File: config.mk
export PLATFORM = sky130hd
export DESIGN_NAME = mux_rr_stream_flat
export DESIGN_NICKNAME = d
export VERILOG_FILES = /design/src/rtl/mux_rr_stream_if.sv /design/src/rtl/mux_rr_stream.sv /design/src/flat_wrapper.sv
export SDC_FILE = /design/constraint.sdc
export NUM_CORES = 1
export LEC_CHECK = 0
export CAP_MARGIN = 20
export CORE_AREA = 2 2 74 62
export CTS_CLUSTER_SIZE = 20
export DETAILED_ROUTE_END_ITERATION = 8
export DIE_AREA = 0 0 76 64
export GPL_ROUTABILITY_DRIVEN = 0
export PLACE_DENSITY_LB_ADDON = 0.3
export SLEW_MARGIN = 30
export SYNTH_ARGS = -nofsm -noshare
export SYNTH_HDL_FRONTEND = slang
export SYNTH_SLANG_ARGS = --single-unit
export TNS_END_PERCENT = 50
File: constraint.sdc
create_clock -name clk_i -period 3.3 [get_ports clk_i]
set_input_delay 0.66 -clock clk_i [delete_from_list [all_inputs] [get_ports clk_i]]
set_output_delay 0.66 -clock clk_i [all_outputs]
set_load 0.02 [all_outputs]
File: src/rtl/mux_rr_stream_if.sv
// Purpose : stream bundle for mux_rr_stream. It carries N_CH producer lanes in and one sink lane out.
// Latency : none. This is a wiring-only bundle.
// Backpressure: in_ready per lane, out_ready from the sink.
//
// Signals
//   in_valid  [N_CH]        per-channel valid from producers
//   in_data   [N_CH*WIDTH]  channel i at [i*WIDTH +: WIDTH]
//   in_ready  [N_CH]        per-channel accept back to producers
//   out_valid               output register holds a word
//   out_ready               sink accepts the word this cycle
//   out_data  [WIDTH]       registered output word
//   out_ch    [CH_W]        source channel of out_data
// Modports
//   slave  : the multiplexer's view (consumes inputs, drives outputs)
//   master : the environment's view (producers plus sink)
interface mux_rr_stream_if #(
    parameter int N_CH  = 4,
    parameter int WIDTH = 8
) ();
    localparam int CH_W = $clog2(N_CH);

    logic [N_CH-1:0]       in_valid;
    logic [N_CH*WIDTH-1:0] in_data;
    logic [N_CH-1:0]       in_ready;
    logic                  out_valid;
    logic                  out_ready;
    logic [WIDTH-1:0]      out_data;
    logic [CH_W-1:0]       out_ch;

    modport slave (
        input  in_valid,
        input  in_data,
        input  out_ready,
        output in_ready,
        output out_valid,
        output out_data,
        output out_ch
    );

    modport master (
        output in_valid,
        output in_data,
        output out_ready,
        input  in_ready,
        input  out_valid,
        input  out_data,
        input  out_ch
    );
endinterface

File: src/rtl/mux_rr_stream.sv
// Purpose : N-channel stream mux with manual-select or round-robin grant and a registered output stage.
// Latency : 1 cycle from input handshake to out_valid. Sustains one word per cycle.
// Backpressure: a held word stalls all in_ready. The word drains and is replaced on the same edge.
//
// Ports
//   clk_i    rising-edge clock
//   reset_i  synchronous, active-high reset
//   mode_i   0 = manual select by sel_i, 1 = round-robin among valid channels
//   sel_i    manual-mode channel index (values >= N_CH never grant)
//   bus      mux_rr_stream_if.slave: in_valid/in_data/in_ready, out_valid/out_ready/out_data/out_ch
module mux_rr_stream #(
    parameter  int N_CH  = 4,
    parameter  int WIDTH = 8,
    localparam int CH_W  = $clog2(N_CH)
) (
    input  logic            clk_i,
    input  logic            reset_i,
    input  logic            mode_i,
    input  logic [CH_W-1:0] sel_i,
    mux_rr_stream_if.slave  bus
);

    // ------------------------------------------------------------------
    // State
    // ------------------------------------------------------------------
    logic             out_valid_q, out_valid_d;
    logic [WIDTH-1:0] out_data_q,  out_data_d;
    logic [CH_W-1:0]  out_ch_q,    out_ch_d;
    // last_q is the most recent round-robin winner. The scan starts just above it.
    logic [CH_W-1:0]  last_q,      last_d;

    // ------------------------------------------------------------------
    // Grant logic
    // ------------------------------------------------------------------
    logic             load;
    logic             man_vld;
    logic [CH_W-1:0]  man_idx;
    logic             rr_hi_vld;
    logic [CH_W-1:0]  rr_hi_idx;
    logic             rr_lo_vld;
    logic [CH_W-1:0]  rr_lo_idx;
    logic             rr_vld;
    logic [CH_W-1:0]  rr_idx;
    logic             grant_vld;
    logic [CH_W-1:0]  grant_idx;
    logic [WIDTH-1:0] grant_dat;

    // The output register can accept a word when it is empty or draining this cycle.
    assign load = !out_valid_q || bus.out_ready;

    // Manual select. Matching sel_i against every legal index means an
    // out-of-range sel_i (non-power-of-two N_CH) never matches. So it never grants.
    always_comb begin
        man_vld = 1'b0;
        man_idx = '0;
        for (int i = 0; i < N_CH; i++) begin
            if (sel_i == CH_W'(i) && bus.in_valid[i]) begin
                man_vld = 1'b1;
                man_idx = CH_W'(i);
            end
        end
    end

    // Round-robin without a modulo. The lowest valid channel above last_q wins.
    // If there is none, the scan wraps, and the lowest valid channel overall wins.
    // Both loops run downward, so the lowest match is written last.
    always_comb begin
        rr_hi_vld = 1'b0;
        rr_hi_idx = '0;
        rr_lo_vld = 1'b0;
        rr_lo_idx = '0;
        for (int i = N_CH - 1; i >= 0; i--) begin
            if (bus.in_valid[i] && (CH_W'(i) > last_q)) begin
                rr_hi_vld = 1'b1;
                rr_hi_idx = CH_W'(i);
            end
            if (bus.in_valid[i]) begin
                rr_lo_vld = 1'b1;
                rr_lo_idx = CH_W'(i);
            end
        end
    end

    assign rr_vld    = rr_hi_vld || rr_lo_vld;
    assign rr_idx    = rr_hi_vld ? rr_hi_idx : rr_lo_idx;

    // mode_i and sel_i act on this cycle's grant. A held word is not affected.
    assign grant_vld = mode_i ? rr_vld : man_vld;
    assign grant_idx = mode_i ? rr_idx : man_idx;

    // Data of the granted channel.
    always_comb begin
        grant_dat = '0;
        for (int i = 0; i < N_CH; i++) begin
            if (grant_idx == CH_W'(i)) begin
                grant_dat = bus.in_data[i*WIDTH +: WIDTH];
            end
        end
    end

    // At most one ready bit is set, and only toward a valid channel, because
    // grant_vld already implies that in_valid[grant_idx] is high.
    always_comb begin
        bus.in_ready = '0;
        if (!reset_i && load && grant_vld) begin
            for (int i = 0; i < N_CH; i++) begin
                if (grant_idx == CH_W'(i)) begin
                    bus.in_ready[i] = 1'b1;
                end
            end
        end
    end

    // ------------------------------------------------------------------
    // Next state
    // ------------------------------------------------------------------
    always_comb begin
        out_valid_d = out_valid_q;
        out_data_d  = out_data_q;
        out_ch_d    = out_ch_q;
        last_d      = last_q;
        if (load) begin
            if (grant_vld) begin
                out_valid_d = 1'b1;
                out_data_d  = grant_dat;
                out_ch_d    = grant_idx;
                // Manual grants leave the round-robin pointer alone.
                if (mode_i) begin
                    last_d = grant_idx;
                end
            end else begin
                // The word drained (or the register was empty) with nothing to replace it.
                // Data and channel keep their last values.
                out_valid_d = 1'b0;
            end
        end
    end

    // Resetting last_q to N_CH-1 gives channel 0 first priority after reset.
    always_ff @(posedge clk_i) begin
        if (reset_i) begin
            out_valid_q <= 1'b0;
            out_data_q  <= '0;
            out_ch_q    <= '0;
            last_q      <= CH_W'(N_CH - 1);
        end else begin
            out_valid_q <= out_valid_d;
            out_data_q  <= out_data_d;
            out_ch_q    <= out_ch_d;
            last_q      <= last_d;
        end
    end

    assign bus.out_valid = out_valid_q;
    assign bus.out_data  = out_data_q;
    assign bus.out_ch    = out_ch_q;

    // ------------------------------------------------------------------
    // Protocol properties
    // ------------------------------------------------------------------
    a_ready_onehot : assert property (@(posedge clk_i) disable iff (reset_i)
        $onehot0(bus.in_ready));

    a_ready_only_valid : assert property (@(posedge clk_i) disable iff (reset_i)
        (bus.in_ready & ~bus.in_valid) == '0);

    a_hold_stable : assert property (@(posedge clk_i) disable iff (reset_i)
        (out_valid_q && !bus.out_ready) |=>
            (out_valid_q && $stable(out_data_q) && $stable(out_ch_q)));

endmodule
File: src/flat_wrapper.sv
// flat-port wrapper written by rule: the top's interface ports become plain ports
module mux_rr_stream_flat 
#(
    parameter  int N_CH  = 4,
    parameter  int WIDTH = 8,
    localparam int CH_W  = $clog2(N_CH)
)
  (clk_i, reset_i, mode_i, sel_i, bus_in_valid, bus_in_data, bus_out_ready, bus_in_ready, bus_out_valid, bus_out_data, bus_out_ch);
  mux_rr_stream_if #(.N_CH(N_CH), .WIDTH(WIDTH)) bus_i ();
  input  logic clk_i;
  input  logic reset_i;
  input  logic mode_i;
  input  logic [CH_W-1:0] sel_i;
  input wire logic [$bits(bus_i.in_valid)-1:0] bus_in_valid;
  input wire logic [$bits(bus_i.in_data)-1:0] bus_in_data;
  input wire logic [$bits(bus_i.out_ready)-1:0] bus_out_ready;
  output wire logic [$bits(bus_i.in_ready)-1:0] bus_in_ready;
  output wire logic [$bits(bus_i.out_valid)-1:0] bus_out_valid;
  output wire logic [$bits(bus_i.out_data)-1:0] bus_out_data;
  output wire logic [$bits(bus_i.out_ch)-1:0] bus_out_ch;
  assign bus_i.in_valid = bus_in_valid;
  assign bus_i.in_data = bus_in_data;
  assign bus_i.out_ready = bus_out_ready;
  assign bus_in_ready = bus_i.in_ready;
  assign bus_out_valid = bus_i.out_valid;
  assign bus_out_data = bus_i.out_data;
  assign bus_out_ch = bus_i.out_ch;
  mux_rr_stream #(.N_CH(N_CH), .WIDTH(WIDTH)) u_core (.clk_i(clk_i), .reset_i(reset_i), .mode_i(mode_i), .sel_i(sel_i), .bus(bus_i));
endmodule
## Word level (Yosys, flattened, before mapping)

Index checks and enable logic that the tools add are counted.

| operators by class | value |
|---|---|
| magnitude comparators | 4 |
| mux-type cells | 36 |
| reduce and logical (&&, ||, !) cells | 18 |
| equal/unequal tests | 6 |

Operator list:

| operator | count |
|---|---|
| $mux 8 | 4 |
| $mux 2 | 12 |
| $mux 1 | 19 |
| $logic_and 1x1->1 | 10 |
| $eq 2x2->1 const B | 4 |
| $eq 2x1->1 const B | 2 |
| $gt 1x2->1 const A | 2 |
| $gt 2x2->1 const A | 2 |
| $logic_not 2->1 | 2 |
| $mux 4 | 1 |
| $reduce_and 3->1 | 1 |
| $logic_not 1->1 | 2 |
| $logic_or 1x1->1 | 2 |
| $reduce_and 2->1 | 1 |

| storage, ports and cells | value |
|---|---|
| logic and storage cells | 68 |
| bits in registers | 13 |
| output and inout bits | 15 |
| input bits | 42 |

## Logic depth before layout (Yosys ltp)

Gate-level depths: netlist (run 1).

| logic depth | value |
|---|---|
| depth after elaboration | 13 |
| gate-level depth with buffers | 7 |
| mapped depth without buffers | 5 |

## Worst setup path after synthesis (run 1)

No wires, ideal clock.

| timing | value |
|---|---|
| kind | input-to-output |
| start point | input sel_i[0] |
| end point | output bus_in_ready[0] |
| buffers on the path | 2 |
| required time | 2640 ps |
| stages on the path | 7 |
| setup slack | 527 ps |
| arrival time | 2113 ps |
| path through | buf_2 > mux2_1 > nand2_1 > o32ai_2 > or3_1 > buf_6 > nor2_1 |

| between the ends | value |
|---|---|
| word-level cells in the longest chain between the ends | 9 |
| elaborated cells on any way between the ends | 21 |
| classes of those cells | 3 x eq/ne; 11 x mux; 7 x reduce/logical |

Ends and longest elaborated chain:

| what | line | source |
|---|---|---|
| start: declaration | flat_wrapper.sv:13 | `input logic [CH_W-1:0] sel_i;` |
| $eq 2x1->1 / $logic_not 2->1 (equally long branches) | mux_rr_stream.sv:57 | `if (sel_i == CH_W'(i) && bus.in_valid[i]) begin` |
| $logic_and 1x1->1 | mux_rr_stream.sv:57 |  |
| $mux 1 | mux_rr_stream.sv:57 |  |
| $mux 2 / $mux 1 (equally long branches) (2 in a row) | mux_rr_stream.sv:57 |  |
| $mux 2 / $mux 1 (equally long branches) | mux_rr_stream.sv:89, mux_rr_stream.sv:57 |  |
| $logic_not 2->1 / $mux 1 (equally long branches) | mux_rr_stream.sv:107, mux_rr_stream.sv:88 |  |
| $mux 1 / $logic_and 1x1->1 (equally long branches) | mux_rr_stream.sv:107, mux_rr_stream.sv:105 |  |
| $mux 4 (*) | mux_rr_stream.sv:105 | `if (!reset_i && load && grant_vld) begin` |
| end: declaration | flat_wrapper.sv:17 | `output wire logic [$bits(bus_i.in_ready)-1:0] bus_in_ready;` |

Every way passes the cells marked *; elsewhere a longest branch is shown, timed or not.

## Final worst setup path (run 1)

| timing | value |
|---|---|
| start point | input sel_i[1] |
| end point | output bus_in_ready[3] |

| between the ends | value |
|---|---|
| word-level cells in the longest chain between the ends | 9 |
| elaborated cells on any way between the ends | 21 |
| classes of those cells | 4 x eq/ne; 11 x mux; 6 x reduce/logical |

Ends and longest elaborated chain:

| what | line |
|---|---|
| $eq 2x1->1 / $logic_not 2->1 (equally long branches) | mux_rr_stream.sv:57 |
| $logic_and 1x1->1 | mux_rr_stream.sv:57 |
| $mux 1 | mux_rr_stream.sv:57 |
| $mux 2 / $mux 1 (equally long branches) (2 in a row) | mux_rr_stream.sv:57 |
| $mux 2 / $mux 1 (equally long branches) | mux_rr_stream.sv:89, mux_rr_stream.sv:57 |
| $eq 2x2->1 / $mux 1 (equally long branches) | mux_rr_stream.sv:107, mux_rr_stream.sv:88 |
| $mux 1 / $logic_and 1x1->1 (equally long branches) | mux_rr_stream.sv:107, mux_rr_stream.sv:105 |
| $mux 4 (*) | mux_rr_stream.sv:105 |

Marked as above.

==> metrics.txt, run 1 <==
status=complete, no violations; Hold Buf Count CTS=0; Crit Path Max Fanout=3; DR WL/cell=15.9 um; vias in the first global route=1787; initial antenna violation count=0; synth warn=0; die height=64 um; Synth Flop Type=dfxtp_1; Final Slew Violations=0; Core Rows=21; type of the tightest min-delay check=flip-flop to flip-flop; Slew HR=54.5%; R2R cell count=6; DRT antenna net count=0; # DRC=0; die area=~4900 sq um; flop-to-flop setup slack=between 1000 and 1500 ps; Critical Path End Type=primary output; die width=76 um; Final Skew=5.37 ps; Worst setup SP type=input port; Bufs on Longest Clock Path=2; first-pass GRT wire length=8.42 mm; nets=approximately 320; Peak VDD IR=0.000259 V; crit path from=sel_i[1]; # port buffers=56; most frequent CP cell=nor2_1; CTS Root Cell=clkbuf_8; EDFF count, synth=0; crit path to=bus_in_ready[3]; CTS buffer count=3; count of cell types in the netlist=38; pre-CTS setup slack=-272 ps; final critical-path required period=3210 ps; gr ovfl total=0; Core Util, Final=57.1%; diode count=0; Skew-Pair Late Insertion Delay=250 ps; area grow syn2layout=47.0%; RR Endpoint=u_core.bus.out_data[6]; f_max=311 MHz; CTS tree=done; RSZ-0062 raised after global routing=false; Worst-Margin Slew=682 ps; fin cells=330; via count=1943; total power=0.674 mW; total clock sinks=13; M1 wire length=2.53 mm; reg-to-reg startpoint=u_core.last_q[0]; Worst Path Arrival=~2600 ps; layout cells sized above 1=16.8%; Post-Syn Instances=213; CP Class=input port to primary output; cell total after placement=approximately 330; Pre-Repair DR Iteration Count=4; Starting Density=between 30% and 40%; Worst path slowest cell=mux4_2; register bit total from synthesis=13; hpwl dp=3.66 mm; total wire length=5.23 mm; WL met2=2.14 mm; final hold vios=0; routed length on met3=502 um; vias per cell=between 5 and 6; Critical Path RT=around 2600 ps; slowest stage delay, CP=540 ps; # setup viols final=0; I/O pin count=57; crit path cell chain=clkdlybuf4s50_1, mux4_2, mux2i_2, buf_4, nor2_1, nand3_2, nor2_1, clkdlybuf4s15_1; PwrDens=290 nW/um^2; sequential area share after synthesis=16.5%; core footprint=4070 sq um; Clock transition at path regs=50 ps; syn_area_per_cell=7.42 sq um; Synthesized Nets=255; Total GRT Usage=between 20% and 30%; P_leak=about 0.84 nW; Max Cap Viol=0; Cell Area, Synth=1580 sq um; Setup Buffers After CTS=0; DRT iter0 DRCs=204; Final period util=97.4%; DR top layer=met4; fill count=379; Async S/R FF share, synth=0%; H-tree depth=1; Final WS setup=87.3 ps; pin count of the biggest net entering global routing=73
## power breakdown
| group | total (mW) | switching (mW) | internal (mW) |
|---|---|---|---|
| sequential | 0.191 | 0.0145 | 0.177 |
| clock | 0.141 | 0.0554 | 0.0852 |
| combinational | 0.342 | 0.179 | 0.163 |
| total | 0.674 | 0.248 | 0.425 |
## metrics by stage
stage	hold slack [ps]	setup TNS, ps	cell area, sq um
after floorplan	527	0	1580
after global placement	453	-899	2270
after detailed placement	457	-954	2270
after CTS	471	-7.81	2320
after global routing	501	0	2320
final	473	0	2320
## worst max-delay path, delay by kind of cell
family,cells,cell delay [ps]
buffers and inverters,3,950
muxes,2,740
and+or+nand+nor,3,200
## per-layer routing
layer / track usage (%) / vias to the layer above
met5: 0 / -
met1: 30.7 / 885
met2: 31.4 / 92
met3: 3.67 / 5
li1: - / 961
met4: 5.68 / 0
## worst min-delay path by stage
| stage | from | endpoint | slack (ps) | cells after the start |
|---|---|---|---|---|
| after floorplan | u_core.bus.out_ch[0] | u_core.bus.out_ch[0] | 530 | 2 |
| after global placement | u_core.bus.out_ch[0] | u_core.bus.out_ch[0] | 450 | 2 |
| after detailed placement | u_core.bus.out_data[5] | u_core.bus.out_data[5] | 460 | 2 |
| after CTS | u_core.bus.out_ch[0] | u_core.bus.out_ch[0] | 470 | 2 |
| after global routing | u_core.bus.out_ch[0] | u_core.bus.out_ch[0] | 500 | 2 |
| final | u_core.bus.out_ch[0] | u_core.bus.out_ch[0] | 470 | 2 |
## state kept, by name (all words and copies together) (netlist names)
| signal | cells |
|---|---|
| u_core.bus.out_data | 8 |
| u_core.bus.out_ch | 2 |
| u_core.bus.out_valid | 1 |
| u_core.last_q | 2 |
## layout make-up
type	count	area (sq um)	area share, %
clock buffers	4	45.0	1.94
flip-flops and latches	13	260	11.2
well taps	57	71.3	3.07
multi-input cells	160	1160	50.0
repair buffers	77	714	30.7
inverters	19	71.3	3.07
## cell families (layout without fill, tap and decap cells)
kind of cell           after synthesis  count (layout)  synth area share [%]
multiplexers                         4               4                  4.20
flip-flops                          13              13                  16.5
buffers and inverters               40             100                  10.5
AO/OA/AOI/OAI                       70              70                  36.9
AND/OR/NAND/NOR                     86              86                  31.9
## cells in the final DEF (no fill, tap or decap), types with 2 or more instances in the layout
cell / n
dlymetal6s2s_1: 2
o21ai_1: 2
a311oi_1: 16
nand2_1: 12
nor2b_2: 2
o311ai_0: 16
o21a_1: 2
buf_4: 21
dfxtp_1: 13
nand3_1: 33
and2_1: 2
nor2_1: 8
nand4b_1: 16
clkdlybuf4s15_1: 2
clkdlybuf4s50_1: 49
clkbuf_8: 3
buf_2: 2
o211ai_1: 2
nor2b_1: 2
inv_1: 18
a21oi_1: 19
o221ai_2: 8
## what timing repair did
item / in CTS / in global routing
resized for setup: 9 / 8
pin swaps: 0 / 1
endpoints found under the setup margin: 4 / 4
## cells in the mapped netlist (2+ instances only)
library cell  number  area share, %
a21oi_1           19            6.0
a311oi_1          16            8.9
and2_1             2           0.79
buf_2              7            2.2
clkbuf_1          13            3.1
dfxtp_1           13             16
inv_1             18            4.3
nand2_1           12            2.9
nand3_1           33             10
nand4b_1          16            8.9
nor2_1             9            2.1
nor2b_1            4            1.6
o211ai_1           2           0.95
o21a_1             2           0.95
o21ai_1            2           0.63
o221ai_2           8            7.6
o311ai_0          16            8.9
No activity file was read; power rests on OpenSTA's default activity.
==> run 2, diff against run 1 <==
--- a/config.mk
+++ b/config.mk
@@ -5,7 +5,7 @@
 export SDC_FILE = /design/constraint.sdc
 export NUM_CORES = 1
 export LEC_CHECK = 0
-export CAP_MARGIN = 20
+export CAP_MARGIN = 40
 export CORE_AREA = 2 2 74 62
 export CTS_CLUSTER_SIZE = 20
 export DETAILED_ROUTE_END_ITERATION = 8
==> constraint.sdc (replaced) <==
create_clock -name clk_i -period 2.7 [get_ports clk_i]
set_input_delay 0.54 -clock clk_i [delete_from_list [all_inputs] [get_ports clk_i]]
set_output_delay 0.54 -clock clk_i [all_outputs]
set_load 0.02 [all_outputs]
==> metrics.txt, run 2 (synthesis gave the netlist of run 1 again) <==
die width=76 um (unchanged); reg-to-reg startpoint=u_core.last_q[1]; vias per cell=6.04 (+2.5%); Worst-Margin Slew=677 ps (-5.01 ps); nets=325 (+2.8%); R2R cell count=6 (unchanged); slowest stage delay, CP=260 ps (-280 ps); Total GRT Usage=21.8% (+0.89 points); total clock sinks=13 (unchanged); vias in the first global route=1911 (+6.9%); Worst path slowest cell=dlygate4sd2_1; # setup viols final=0 (unchanged); DRT antenna net count=0 (unchanged); # port buffers=56 (unchanged); internal power=0.539 mW (+27%); RR Endpoint=u_core.bus.out_data[6]; H-tree depth=1 (unchanged); Max Cap Viol=0 (unchanged); Final period util=slightly below 100%; cell total after placement=334 (+2.5%); Peak VDD IR=0.000306 V (+18%); Worst Path Arrival=2090 ps (-460 ps); die height=64 um (unchanged); Final Skew=2.72 ps (-2.65 ps); Crit path max-delay family=buffers and inverters; Bufs on Longest Clock Path=2 (unchanged); crit path from=bus_in_valid[0]; Pre-Repair DR Iteration Count=4 (unchanged); CTS tree=done; CTS Root Cell=clkbuf_8; flop-to-flop setup slack=800 ps (-530 ps); initial antenna violation count=0 (unchanged); Core Util, Final=59.4% (+2.4 points); P_leak=0.891 nW (+5.9%); type of the tightest min-delay check=flip-flop to flip-flop; Critical Path End Type=primary output; CTS buffer count=3 (unchanged); Finished Cell Area=2420 sq um (+4.2%); crit path to=bus_in_ready[2]; commonest non-fill, non-tap cells in the layout=45 x clkdlybuf4s50_1, 33 x nand3_1, 30 x buf_4, 19 x a21oi_1, 18 x inv_1; layout cells sized above 1=22.3% (+5.5 points); total wire length=5.35 mm (+2.2%); f_max=roughly 380 MHz; die area=4860 sq um (unchanged); Crit Path Max Fanout=3 (unchanged); I/O pin count=57 (unchanged); Starting Density=38.8% (unchanged); # DRC=0 (unchanged); status=complete, no violations; Slew HR=54.8% (+0.33 points); PwrDens=354 nW/um^2 (+22%); Switch Pwr=0.317 mW (+28%); Worst setup SP type=input port; commonest non-fill, non-tap cell in the layout=clkdlybuf4s50_1; CP Class=input port to primary output; CP bufs+invs=4 (+1); RSZ-0062 raised after global routing=true; clock share of power=20.4% (-0.5 points); via count=2046 (+5.3%); DR WL/cell=15.8 um (-0.53%); Final Slew Violations=0 (unchanged); combinational fraction of design power=52.3% (+1.5 points); most frequent CP cell=buf_4; core footprint=4070 sq um (unchanged); hpwl dp=3.70 mm (+1.1%); gr ovfl total=0 (unchanged); final hold vios=0 (unchanged); CP Depth=9 (+1); DP Area=2340 sq um (+3.2%); Critical Path RT=2160 ps (-480 ps); area grow syn2layout=53.2%; switching power share of the total=37.0% (+0.16 points); Hold Startpoint=u_core.bus.out_ch[0]; Core Rows=21 (unchanged); Flop pwr share=27.3% (-1.1 points); Largest register FFs=8 (unchanged); DRT iter0 DRCs=165 (-19%); Setup TNS=0 ps (unchanged); Skew-Pair Late Insertion Delay=250 ps (about the same); final critical-path required period=around 2600 ps; first-pass GRT wire length=8.79 mm (+4.4%); crit path cell chain=dlygate4sd2_1, buf_4, and2_1, o21a_1, o211ai_1, buf_4, nor2b_4, nor2_1, buf_2; fin cells=339 (+2.7%); pin count of the biggest net entering global routing=71 (-2.7%); Clock transition at path regs=50 ps (about the same); diode count=0 (unchanged)
-- run 2: layer usage --
layer / global-route usage (%) / routed length [um] / vias to the layer above
li1: - / - / 986
met1: 32.2 / 2530 / 952
met2: 32.9 / 2270 / 105
met3: 2.97 / 522 / 3
met4: 6.36 / 31 / 0
met5: 0 / 0 / -
-- run 2: power by group through the flow --
stage               clock network [mW]  logic, mW  registers (mW)
floorplan                            0      0.196           0.259
global placement                     0      0.425           0.236
detailed placement                   0      0.428           0.236
CTS                              0.177      0.444           0.233
global route                     0.183      0.483           0.236
finish                           0.175      0.448           0.234
-- run 2: worst min-delay path by stage --
| stage | endpoint | cells past startpoint |
|---|---|---|
| 5_1_grt | u_core.bus.out_ch[0] | 2 |
| 3_5_place_dp | u_core.bus.out_ch[0] | 2 |
| 4_1_cts | u_core.bus.out_ch[0] | 2 |
| 2_1_floorplan | u_core.bus.out_ch[0] | 2 |
| 3_3_place_gp | u_core.bus.out_ch[0] | 2 |
| 6_report | u_core.bus.out_ch[0] | 2 |
-- run 2: area by class of cell --
| class | instances | area, sq um |
|---|---|---|
| clock buffer | 4 | 45.0 |
| fill | 369 | 1650 |
| inverter | 19 | 71.3 |
| multi-input combinational | 160 | 1200 |
| sequential | 13 | 260 |
| tap | 57 | 71.3 |
| timing repair buffer | 86 | 773 |
-- run 2: timing repair --
action,in CTS,in global routing
endpoints found under the setup margin,4,4
buffers inserted,1,0
gates resized for setup,40,4
pin swaps,4,3
hold buffers,0,0
-- run 2: worst reg2reg max path, stage by stage (launching register included) --
cell and delay [ps]:
dfxtp_1 380, and2_1 180, o21a_1 190, nor2_2 530
a311oi_1 230, buf_4 190, o221ai_2 140
-- run 2: per-stage QoR --
step                      power [mW]  setup WS (ps)  hold slack [ps]
after global placement         0.661           -602              451
after CTS                      0.854           34.5              456
after global routing           0.903          -14.3              489
after floorplan                0.455            167              527
after detailed placement       0.664           -653              445
final                          0.856           69.3              463
==> run 3, diff against run 2 <==
--- a/config.mk
+++ b/config.mk
@@ -7,6 +7,7 @@
 export LEC_CHECK = 0
 export CAP_MARGIN = 40
 export CORE_AREA = 2 2 74 62
+export CTS_CLUSTER_DIAMETER = 150
 export CTS_CLUSTER_SIZE = 20
 export DETAILED_ROUTE_END_ITERATION = 8
 export DIE_AREA = 0 0 76 64
==> results of run 3 <==
Same layout as run 2: the final DEF is identical, and so are final timing and power.
